$ cat src/rtl/buttons_pkg.sv
// buttons_pkg: constants shared by the request-latching block.
//   BUTTONS_WIDTH_DEFAULT : default number of floors
//   BUTTONS_WIDTH_MIN     : smallest legal floor count (checked at elaboration)
package buttons_pkg;

  localparam int BUTTONS_WIDTH_DEFAULT = 8;
  localparam int BUTTONS_WIDTH_MIN     = 2;

endpackage

$ cat src/rtl/btn_latch_bank.sv
// btn_latch_bank: N independent set/clear request flags.
//   clk    : system clock, rising edge
//   reset  : synchronous, active-high
//   btn    : per-bit set request
//   clr    : per-bit clear request (wins over btn)
//   active : registered flag outputs
// Optional feature macro: BUTTONS_RES_EDGE_EN
//   defined   -> a flag is set only on a 0->1 transition of its button
//   undefined -> a flag is set whenever its button is high
module btn_latch_bank #(
  parameter int N = 8
) (
  input  logic         clk,
  input  logic         reset,
  input  logic [N-1:0] btn,
  input  logic [N-1:0] clr,
  output logic [N-1:0] active
);

  logic [N-1:0] set_req;
  logic [N-1:0] flags;

`ifdef BUTTONS_RES_EDGE_EN
  logic [N-1:0] btn_prev;

  always_ff @(posedge clk) begin
    if (reset) btn_prev <= '0;
    else       btn_prev <= btn;
  end

  // A button held through a clear must be released before it can set again.
  assign set_req = btn & ~btn_prev;
`else
  assign set_req = btn;
`endif

  // Clear dominates set for the same bit in the same cycle.
  always_ff @(posedge clk) begin
    if (reset) flags <= '0;
    else       flags <= (flags | set_req) & ~clr;
  end

  assign active = flags;

endmodule

$ cat src/rtl/buttons_res.sv
// buttons_res: latches cabin and hall call requests until the scheduler
// cancels them. Bit index of every vector is the floor number.
//   clk, reset                  : clock, synchronous active-high reset
//   btn_in / active_in_levels   : cabin buttons / requests, floors W-1..0
//   btn_up_out / active_out_up_levels     : hall up, floors W-2..0
//   btn_down_out / active_out_down_levels : hall down, floors W-1..1
//   inactivate_*                : per-floor request clears
// Optional feature macro: BUTTONS_RES_EDGE_EN (edge-triggered set).
module buttons_res
  import buttons_pkg::*;
#(
  parameter int BUTTONS_WIDTH = BUTTONS_WIDTH_DEFAULT
) (
  input  logic                     clk,
  input  logic                     reset,
  input  logic [BUTTONS_WIDTH-1:0] btn_in,
  input  logic [BUTTONS_WIDTH-2:0] btn_up_out,
  input  logic [BUTTONS_WIDTH-1:1] btn_down_out,
  input  logic [BUTTONS_WIDTH-1:0] inactivate_in_levels,
  input  logic [BUTTONS_WIDTH-2:0] inactivate_out_up_levels,
  input  logic [BUTTONS_WIDTH-1:1] inactivate_out_down_levels,
  output logic [BUTTONS_WIDTH-1:0] active_in_levels,
  output logic [BUTTONS_WIDTH-2:0] active_out_up_levels,
  output logic [BUTTONS_WIDTH-1:1] active_out_down_levels
);

  if (BUTTONS_WIDTH < BUTTONS_WIDTH_MIN) begin : g_width_check
    $error("buttons_res: BUTTONS_WIDTH must be at least %0d", BUTTONS_WIDTH_MIN);
  end

  btn_latch_bank #(.N(BUTTONS_WIDTH)) u_in_bank (
    .clk    (clk),
    .reset  (reset),
    .btn    (btn_in),
    .clr    (inactivate_in_levels),
    .active (active_in_levels)
  );

  btn_latch_bank #(.N(BUTTONS_WIDTH-1)) u_up_bank (
    .clk    (clk),
    .reset  (reset),
    .btn    (btn_up_out),
    .clr    (inactivate_out_up_levels),
    .active (active_out_up_levels)
  );

  // Down bank is numbered from floor 1; the part-selects shift it to bank bit 0.
  btn_latch_bank #(.N(BUTTONS_WIDTH-1)) u_down_bank (
    .clk    (clk),
    .reset  (reset),
    .btn    (btn_down_out[BUTTONS_WIDTH-1:1]),
    .clr    (inactivate_out_down_levels[BUTTONS_WIDTH-1:1]),
    .active (active_out_down_levels[BUTTONS_WIDTH-1:1])
  );

endmodule

$ cat config.mk
export PLATFORM = sky130hd
export DESIGN_NAME = buttons_res
export DESIGN_NICKNAME = d
export VERILOG_FILES = /design/src/rtl/buttons_pkg.sv /design/src/rtl/btn_latch_bank.sv /design/src/rtl/buttons_res.sv
export SDC_FILE = /design/constraint.sdc
export NUM_CORES = 1
export LEC_CHECK = 0
export BUFFER_PORTS_ARGS = -buffer_cell sky130_fd_sc_hd__buf_4
export CAP_MARGIN = 20
export CORE_MARGIN = 4
export CORE_UTILIZATION = 38
export DETAILED_ROUTE_END_ITERATION = 8
export PLACE_DENSITY = 0.81
export SYNTH_ARGS = -nofsm -noshare
export SYNTH_HDL_FRONTEND = slang
export SYNTH_SLANG_ARGS = --single-unit
$ cat constraint.sdc
create_clock -name clk -period 1.2 [get_ports clk]
set_clock_uncertainty 0.1 [all_clocks]
set_input_delay 0 -clock clk [delete_from_list [all_inputs] [get_ports clk]]
set_output_delay 0 -clock clk [all_outputs]
set_load 0.02 [all_outputs]
-- Word-level counts from Yosys, hierarchy flattened
Index checks and enable logic that the tools add are counted.
- logic and storage cells: 12
- bits in registers: 22
- bits of input ports: 46
- bitwise logic cells: 9
- operators with widths (operator ; count):
    7-bit AND ; 2
    7-bit inverter ; 2
    7-bit bitwise OR ; 2
    8-bit AND ; 1
    8-bit inverter ; 1
    8-bit bitwise OR ; 1

-- Logic depth before layout (Yosys ltp)
Gate-level depths: netlist of the first run.
- depth after elaboration: 2
- mapped depth: 2

-- Modules after synthesis
A second synthesis of the first run with hierarchy kept.
- cells, all modules: 67
- area total of the unflattened synthesis: 700.7 µm²
- by module, submodules not included (module ; seq. area each (µm²) ; area each (µm²) ; cells each ; instances):
    btn_latch_bank (u_down_bank ...) ; 140.1 ; 206.4 ; 21 ; 2
    btn_latch_bank (u_in_bank) ; 160.2 ; 287.8 ; 25 ; 1

-- Worst setup path before layout of the first run
No wires, ideal clock.
- kind: register to register
- from: register u_in_bank.flags[0] (netlist: u_in_bank.active[0])
- to: register u_in_bank.flags[0] (netlist: u_in_bank.active[0])
- path buffers: 0
- arrival time: 568 ps
- clock period less this slack: 786 ps
- setup time: 117 ps
- path slack: 414 ps
- cell stages (with the launch flop): 3
- data required time: 983 ps
- cells stage by stage: dfxtp_1 -> nor2_1 -> nor3_4
- word-level cells in the longest chain between the ends: 2
- RTL lines (item ; RTL line ; source):
    from (decl) ; btn_latch_bank.sv:21 ; logic [N-1:0] flags;
    from (signal assigned) ; btn_latch_bank.sv:40 ; else flags <= (flags | set_req) & ~clr;
    8-bit bitwise OR ; btn_latch_bank.sv:40 ;
    8-bit AND ; btn_latch_bank.sv:40 ;
Every way passes these cells.
A chain may end at the register's enable or synchronous reset.

-- Worst setup path after layout of the first run
- from: register u_in_bank.flags[5] (netlist: u_in_bank.active[5])
- to: output active_in_levels[5]
- RTL lines (item ; RTL line ; source):
    to (decl) ; buttons_res.sv:22 ; output logic [BUTTONS_WIDTH-1:0] active_in_levels,
No word-level cell between the ends.

==> reports/metrics.cfg, run 1 <==
[placed_design]
placed_area_mm2=0.001282
portBuffers=67
hpwl_um=1667
place.gp.congestion=0.7007

[clock_tree]
path_clk_slew_ns=0.13
root_buffer=clkbuf_4
cts_tree=done
clock_sinks=22
ctsHtreeMaxLevel=1
clockBufferDepth=2
clk_latency_ns=0.31
cts_hold_buf=44
ctsResizeCount=0
cts_buffers=3
post_cts_buffers=0

[critical_path]
critPathCaptureType=primary output
max_stage_delay_ns=0.38
critPathLaunchType=register
r2r-start=u_up_bank.active[6]$_SDFF_PP0_
arrival_ns=0.84
path_depth=1
worst-path-buf-inv=1
cp_max_fo=2
cp_cell_sequence=buf_4
crit_slowest_cell=dfxtp_1
cp_top_family=flip-flops
rrSetupSlack_ns=0.44
r2r_end=u_up_bank.active[6]$_SDFF_PP0_
cp.required_ns=1.10
criticalPathCategory=register to primary output
r2r_cells=2

[finish]
fin_area_mm2=0.001759
drive_gt1_share_pct=50.28
n_antenna_cell=0
syn2layout_area_growth_pct=129.0
nNetsFinal=228

[global_routing]
grt_max_degree=23
antenna_found_initial=0
grt-ovfl-total=0
grt_use_total_pct=22.86
grt_pass1_wl_um=4540
grt_pass1_vias=1030

[worst_hold_path]
min_path_cells=2
hold_path_end=u_in_bank.active[0]$_SDFF_PP0_
worstHoldStart=reset
hp-class=input port to register

[routing]
wl_per_cell_um=14.35
drt-initial-drc-count=2
routed_wl_um=2985
dr.pass1.iters=4
via_per_inst=4.423
ant_nets=0
vias=920
route.detailed.drc=0

[power_and_ir_drop]
vdd_drop_max_mv=0.8417
p_seq_share_pct=48.1
p_per_area_mw_per_mm2=929.4
swShare_pct=25.92
p_comb_share_pct=26.1
clkPwrFrac_pct=25.9
p_leak_uw=0.0008009
power_uw=1635
internal_power_uw=1211
power.switching_uw=423.7

[logic_synthesis]
synth_top_family_by_area=simple AND/OR/NAND/NOR gates
synth_top_area_share_pct=57.33
muxShareOfSynthArea_pct=0
synth_cell_types=6
syn-num-nets=114
synth_ff_type=dfxtp_1
synth-edff-count=0
yosysWarnings=0
synth-compound-area-share_pct=0
syn_avg_cell_area_um2=11.30
synth-xor-area-share_pct=0
seq_area_frac_synth_pct=57.33
synth_top_cell_by_area=dfxtp_1
synthArstFlopShare_pct=0
synth_common_cells=dfxtp_1 (22), nor2_1 (22), nor3_2 (18)
synth-simple-area-share_pct=39.74
synth_seq_cells=22
syn_area_um2=768.2
synth_cells=68
synthAdderAreaFrac_pct=0
synth_area_leaders=dfxtp_1 (57%), nor3_2 (23%), nor2_1 (11%), nor3_4 (4.2%), buf_6 (2.9%)

[timing]
max_freq_mhz=1061
period_share_pct=78.55
worst_pin_slew_ns=0.3742
rsz0062_at_grt=no
finalSetupTns_ns=0
slew_headroom_pct=75.05
hold_viol_final=0
fin_crit_ns=0.9426
drv_slew=0
setup_viol=0

[status]
run_status=complete, no violations

[floorplan]
initial_utilization_pct=39.56
chipWidth_um=52.97
rows=16
coreArea_mm2=0.001942
die_h_um=52.97
dieArea_mm2=0.002805
pin_count=68

[flow_run]
max-cap-violations=0

[flip-flops by register name (all words and copies together), names as in the netlist]
name                flops
u_in_bank.active        8
u_up_bank.active        7
u_down_bank.active      7
[power groups by stage]
| stage | clock [uW] | sequential (uW) | combinational (uW) |
|---|---|---|---|
| 6_report | 423 | 786 | 426 |
| 5_1_grt | 457 | 789 | 454 |
| 4_1_cts | 424 | 784 | 417 |
| 3_5_place_dp | 0 | 800 | 302 |
| 3_3_place_gp | 0 | 798 | 294 |
| 2_1_floorplan | 0 | 843 | 78.1 |
[cell usage in the layout (no fill, tap or decap), drive strengths merged]
master	count
clkbuf	4
dfxtp	22
buf	67
dlygate4sd3	44
nor2	22
nor3	22
[stage by stage]
stage,worst slack [ns],util [%],instances,hold slack (ns)
2_1_floorplan,0.4143,-,68,-0.03212
3_3_place_gp,0.4831,66.04,160,0.06070
3_5_place_dp,0.4672,66.04,160,0.06571
4_1_cts,0.2646,90.59,208,0.003500
5_1_grt,0.2242,90.59,208,0.02024
6_report,0.2574,90.59,208,0.008916
[worst max path at each step]
stage                                          start                        endpoint  slack (ns)
floorplan             u_in_bank.active[0]$_SDFF_PP0_  u_in_bank.active[0]$_SDFF_PP0_        0.41
finish                u_in_bank.active[5]$_SDFF_PP0_             active_in_levels[5]        0.26
global placement      u_in_bank.active[0]$_SDFF_PP0_  u_in_bank.active[0]$_SDFF_PP0_        0.48
CTS                 u_down_bank.active[5]$_SDFF_PP0_       active_out_down_levels[6]        0.26
detailed placement    u_up_bank.active[6]$_SDFF_PP0_  u_up_bank.active[6]$_SDFF_PP0_        0.47
global route          u_in_bank.active[5]$_SDFF_PP0_             active_in_levels[5]        0.22
[final cells by class]
type / count / area, um^2
repair buffers: 111 / 943.4
multi-input cells: 44 / 305.3
flip-flops and latches: 22 / 440.4
fillers: 88 / 182.7
well taps: 27 / 33.78
clock buffers: 4 / 36.28
[cell families (layout without fill, tap and decap cells)]
| kind of cell | count (synthesis) | after routing |
|---|---|---|
| AND/OR/NAND/NOR | 44 | 44 |
| buffers and inverters | 2 | 115 |
| flip-flops | 22 | 22 |
[layer usage]
| metal | vias up | global-route usage [%] | share of wire (%) |
|---|---|---|---|
| li1 | 451 | - | - |
| met1 | 425 | 20.83 | 33 |
| met2 | 34 | 48.55 | 60 |
| met3 | 10 | 1.972 | 4.1 |
| met4 | 0 | 10.64 | 2.4 |
| met5 | - | 0 | 0 |
Power figures use the tool's default switching activity.
==> run 2: changes to the inputs <==
--- a/config.mk
+++ b/config.mk
@@ -8,9 +8,9 @@
 export BUFFER_PORTS_ARGS = -buffer_cell sky130_fd_sc_hd__buf_4
 export CAP_MARGIN = 20
 export CORE_MARGIN = 4
-export CORE_UTILIZATION = 38
+export CORE_UTILIZATION = 36
 export DETAILED_ROUTE_END_ITERATION = 8
-export PLACE_DENSITY = 0.81
+export PLACE_DENSITY = 0.77
 export SYNTH_ARGS = -nofsm -noshare
 export SYNTH_HDL_FRONTEND = slang
 export SYNTH_SLANG_ARGS = --single-unit
==> constraint.sdc (replaced) <==
create_clock -name clk -period 0.9 [get_ports clk]
set_clock_uncertainty 0.1 [all_clocks]
set_input_delay 0 -clock clk [delete_from_list [all_inputs] [get_ports clk]]
set_output_delay 0 -clock clk [all_outputs]
set_load 0.02 [all_outputs]
==> run 2 against run 1 <==
  * Hold slack gained 0.028 ns
  * First-iteration DRC count grew to 3.5 times the previous value
  * Flip-flop and latch count unchanged
  * Via count is 4.9% higher
  * Clock-buffer cell count is 1 lower
  * Design area increased by 6.3%
  * Total power is 31% higher
  * Critical path depth unchanged
  * Sequential power up 36%
  * Die area increased by 4.7%
  * Clock power rose by 5.0%
  * Critical path type unchanged
  * Largest power group unchanged
  * Highest routed layer unchanged
==> reports/metrics.cfg, run 2 (synthesis results as in run 1) <==
[status]
run_status=complete, no violations

[power_and_ir_drop]
p_per_area_mw_per_mm2=1145
vdd_drop_max_mv=1.112
p_leak_uw=0.0008313

[timing]
finalSetupTns_ns=0
max_freq_mhz=1123
slew_headroom_pct=73.67
timing.hold.ws_ns=0.03671
setup_viol=0
hold_viol_final=0
fin_crit_ns=0.8907
drv_slew=0
worst_pin_slew_ns=0.3949
rsz0062_at_grt=yes
period_share_pct=98.96

[finish]
postLayoutCoreUtil_pct=93.44
n_antenna_cell=0
fillerInstances=61
final_common_cell=buf_4
drive_gt1_share_pct=62.64
instances_no_fill=209
most-common-layout-cells=buf_4 (47), dlygate4sd3_1 (44), nor2_1 (22), buf_6 (22), dfxtp_2 (22)
largest_register_ffs=8
fin_area_mm2=0.001871
syn2layout_area_growth_pct=143.5
nNetsFinal=230

[floorplan]
chipWidth_um=54.20
pin_count=68
rows=16
dieArea_mm2=0.002937
coreArea_mm2=0.002002
initial_utilization_pct=38.38
die_h_um=54.20

[critical_path]
r2r_end=u_in_bank.active[6]$_SDFF_PP0_
endpoint=active_out_up_levels[3]
cp.required_ns=0.80
arrival_ns=0.79
startpoint=u_up_bank.active[3]$_SDFF_PP0_
r2r_cells=3
cp_cell_sequence=buf_6
criticalPathCategory=register to primary output
critPathLaunchType=register
crit_slowest_cell=dfxtp_2
r2r-start=u_in_bank.active[6]$_SDFF_PP0_
cp_top_family=flip-flops
path_depth=1
cp_max_fo=2
rrSetupSlack_ns=0.04
worst-path-buf-inv=1
max_stage_delay_ns=0.37
critPathCaptureType=primary output

[routing]
ant_nets=0
routedLengthMet1_um=1299
drt-initial-drc-count=7
wl_per_cell_um=18.73
dr.pass1.iters=4
via_per_inst=4.617
route.detailed.drc=0
wl_met3_um=172
vias=965
dr.max_layer_used=met4
met2WireLength_um=2320
routed_wl_um=3915

[clock_tree]
clock_sinks=22
cts_buffers=3
cts_tree=done
root_buffer=clkbuf_4
ctsHtreeMaxLevel=1
path_clk_slew_ns=0.12
clk_latency_ns=0.30
clockBufferDepth=2

[placed_design]
place.gp.congestion=0.6147
placed_area_mm2=0.001282
portBuffers=67
dp_cells=160

[worst_hold_path]
worstHoldStart=reset
hp-class=input port to register
min_path_cells=2

[global_routing]
grt-ovfl-total=0
grt_pass1_vias=998
grt_use_total_pct=23.07
antenna_found_initial=0
grt_pass1_wl_um=4519
grt_max_degree=23

[flow_run]
max-cap-violations=0

==> run 2: cell types whose count changed in the layout (fill, tap and decap cells not counted) <==
cell	previous run	this run
buf_4	67	47
clkbuf_8	1	0
dfxtp_2	0	22
dfxtp_1	22	0
buf_6	0	22
==> run 2: layer usage <==
metal / up-vias / track usage, %
met4: 0 / 13.28
li1: 454 / -
met3: 12 / 4.709
met2: 37 / 50.00
met1: 462 / 17.31
met5: - / 0
==> run 2: how the worst min path moves through the flow <==
stage                                       end  slack, ns
2_1_floorplan    u_in_bank.active[0]$_SDFF_PP0_      -0.03
3_3_place_gp   u_down_bank.active[4]$_SDFF_PP0_       0.06
3_5_place_dp     u_up_bank.active[2]$_SDFF_PP0_       0.06
4_1_cts          u_up_bank.active[2]$_SDFF_PP0_       0.03
5_1_grt          u_up_bank.active[6]$_SDFF_PP0_       0.04
6_report         u_in_bank.active[6]$_SDFF_PP0_       0.04
==> run 2: worst reg2reg max path, delay by kind of cell, from the launching register on <==
| family | cells | cell delay [ns] |
|---|---|---|
| buf+inv | 1 | 0.13 |
| flops | 1 | 0.35 |
| simple gates | 2 | 0.18 |
==> run 2: metrics by stage <==
stage	setup slack, ns	power, uW
finish	0.009333	2142
floorplan	0.1143	1228
CTS	0.0001867	2054
global placement	0.1853	1456
global route	-0.01862	2220
detailed placement	0.1467	1467
==> run 2: cell type report <==
class                           count  area (um^2)  area share, %
Sequential cell                    22        467.9          25.02
Timing Repair Buffer              113         1041          55.65
Tap cell                           27        33.78          1.806
Multi-Input combinational cell     44        305.3          16.32
Clock buffer                        3        22.52          1.204
==> run 2: timing repair <==
item	4_1_cts	5_1_grt
hold endpoints to repair	22	0
pin swaps	0	0
hold buffers	44	0
resized for setup	10	34
gates cloned	0	0
setup endpoints to repair	10	22
setup buffers	0	2
==> run 2: where the power goes <==
part / total, uW / internal [uW] / switching, uW
clock network: 444 / 156 / 288
registers: 1070 / 1030 / 37.7
logic: 630 / 381 / 249
total: 2140 / 1570 / 575
==> run 3: changes to the inputs <==
--- a/config.mk
+++ b/config.mk
@@ -9,8 +9,10 @@
 export CAP_MARGIN = 20
 export CORE_MARGIN = 4
 export CORE_UTILIZATION = 36
+export CTS_CLUSTER_SIZE = 14
 export DETAILED_ROUTE_END_ITERATION = 8
 export PLACE_DENSITY = 0.77
+export RECOVER_POWER = 25
 export SYNTH_ARGS = -nofsm -noshare
 export SYNTH_HDL_FRONTEND = slang
 export SYNTH_SLANG_ARGS = --single-unit
==> run 3 against run 2 <==
  * Die area unchanged
  * Core utilization is the same
  * Hold slack improved by 0.00072 ns
  * Flip-flop and latch count unchanged
  * Cell count is the same
  * Design area unchanged
  * Sequential share of layout area unchanged
  * Maximum frequency about the same
  * Critical path depth stayed put
  * Combinational power barely moved
  * Largest cell class unchanged
  * Largest power group unchanged
==> reports/metrics.cfg, run 3 (synthesis results as in run 1) <==
[timing]
hold_viol_final=0
drv_slew=0
fin_crit_ns=0.8908
worst_pin_slew_ns=0.3955
layout_setup_ws_ns=0.009184
slew_headroom_pct=73.63
setup_viol=0
max_freq_mhz=1123
period_share_pct=98.98
finalSetupTns_ns=0
rsz0062_at_grt=yes

[critical_path]
cp_top_family=flip-flops
cp_max_fo=2
path_depth=1
cp_cell_sequence=buf_6
endpoint=active_out_up_levels[3]
r2r-start=u_in_bank.active[6]$_SDFF_PP0_
critPathCaptureType=primary output
critPathLaunchType=register
rrSetupSlack_ns=0.04
cp.required_ns=0.80
r2r_end=u_in_bank.active[6]$_SDFF_PP0_
r2r_cells=3
worst-path-buf-inv=1
startpoint=u_up_bank.active[3]$_SDFF_PP0_
max_stage_delay_ns=0.37
criticalPathCategory=register to primary output
crit_slowest_cell=dfxtp_2
arrival_ns=0.79

[finish]
largest_register_ffs=8
final_common_cell=dlygate4sd3_1
nNetsFinal=230
n_antenna_cell=0
fin_area_mm2=0.001871
most-common-layout-cells=dlygate4sd3_1 (44), buf_4 (41), nor2_1 (22), buf_6 (22), dfxtp_2 (22)
drive_gt1_share_pct=62.64
syn2layout_area_growth_pct=143.5

[power_and_ir_drop]
internal_power_uw=1566
swShare_pct=26.78
vdd_drop_max_mv=1.113
power.switching_uw=572.9
p_leak_uw=0.0008300
p_comb_share_pct=29.3
p_per_area_mw_per_mm2=1143
power_uw=2139
p_seq_share_pct=49.9
clkPwrFrac_pct=20.7

[flow_run]
max-cap-violations=0

[clock_tree]
path_clk_slew_ns=0.12
root_buffer=clkbuf_4
cts_tree=done
clk_latency_ns=0.30
clockBufferDepth=2
ctsHtreeMaxLevel=1
cts_buffers=3
clock_sinks=22

[floorplan]
die_h_um=54.20
chipWidth_um=54.20
coreArea_mm2=0.002002
pin_count=68
rows=16
dieArea_mm2=0.002937
initial_utilization_pct=38.38

[global_routing]
grt-ovfl-total=0
grt_pass1_vias=998
grt_max_degree=23
antenna_found_initial=0
grt_pass1_wl_um=4519
grt_use_total_pct=23.07

[placed_design]
portBuffers=67
place.gp.congestion=0.6147
post-place-ws_ns=0.1467
placed_area_mm2=0.001282

[routing]
drt-initial-drc-count=8
dr.pass1.iters=3
wl_per_cell_um=18.65
via_per_inst=4.584
vias=958
route.detailed.drc=0
routed_wl_um=3898
ant_nets=0

[status]
run_status=complete, no violations

[worst_hold_path]
hp-class=input port to register

run 3: layout make-up:
class	instances	area (um^2)
Sequential cell	22	467.9
Clock buffer	3	22.52
Tap cell	27	33.78
Timing Repair Buffer	113	1041
Fill cell	61	131.4
Multi-Input combinational cell	44	305.3
run 3: worst min path at each step:
| stage | start | to | slack, ns | cells after the start |
|---|---|---|---|---|
| 6_report | reset | u_in_bank.active[6]$_SDFF_PP0_ | 0.04 | 2 |
| 3_5_place_dp | inactivate_out_up_levels[2] | u_up_bank.active[2]$_SDFF_PP0_ | 0.06 | 2 |
| 3_3_place_gp | inactivate_out_down_levels[5] | u_down_bank.active[4]$_SDFF_PP0_ | 0.06 | 2 |
| 2_1_floorplan | inactivate_in_levels[0] | u_in_bank.active[0]$_SDFF_PP0_ | -0.03 | 1 |
| 5_1_grt | reset | u_up_bank.active[6]$_SDFF_PP0_ | 0.04 | 2 |
| 4_1_cts | reset | u_up_bank.active[2]$_SDFF_PP0_ | 0.03 | 2 |
run 3: metrics by stage:
stage	hold WS, ns	instances	util (%)
finish	0.03743	209	93.44
global route	0.04009	209	93.44
CTS	0.03081	207	87.81
detailed placement	0.06353	160	64.06
global placement	0.06162	160	64.06
floorplan	-0.03212	68	-
run 3: power by group through the flow:
stage	sequential (uW)	combinational, uW	clock, uW
6_report	1070	628	443
3_3_place_gp	1060	392	0
2_1_floorplan	1120	104	0
5_1_grt	1070	658	488
3_5_place_dp	1070	401	0
4_1_cts	1050	557	449
run 3: per-layer routing:
layer / vias to the layer above / track usage (%) / routed length (um)
li1: 455 / - / -
met5: - / 0 / 0
met3: 12 / 4.709 / 164
met1: 454 / 17.31 / 1293
met4: 0 / 13.28 / 126
met2: 37 / 50.00 / 2314
run 3: what timing repair did:
| item | CTS | global route |
|---|---|---|
| buffers inserted | 0 | 2 |
| hold buffers | 44 | 0 |
| pin swaps | 0 | 0 |
| endpoints found under the setup margin | 10 | 22 |
| hold endpoints to repair | 22 | 0 |
| resized for setup | 10 | 34 |
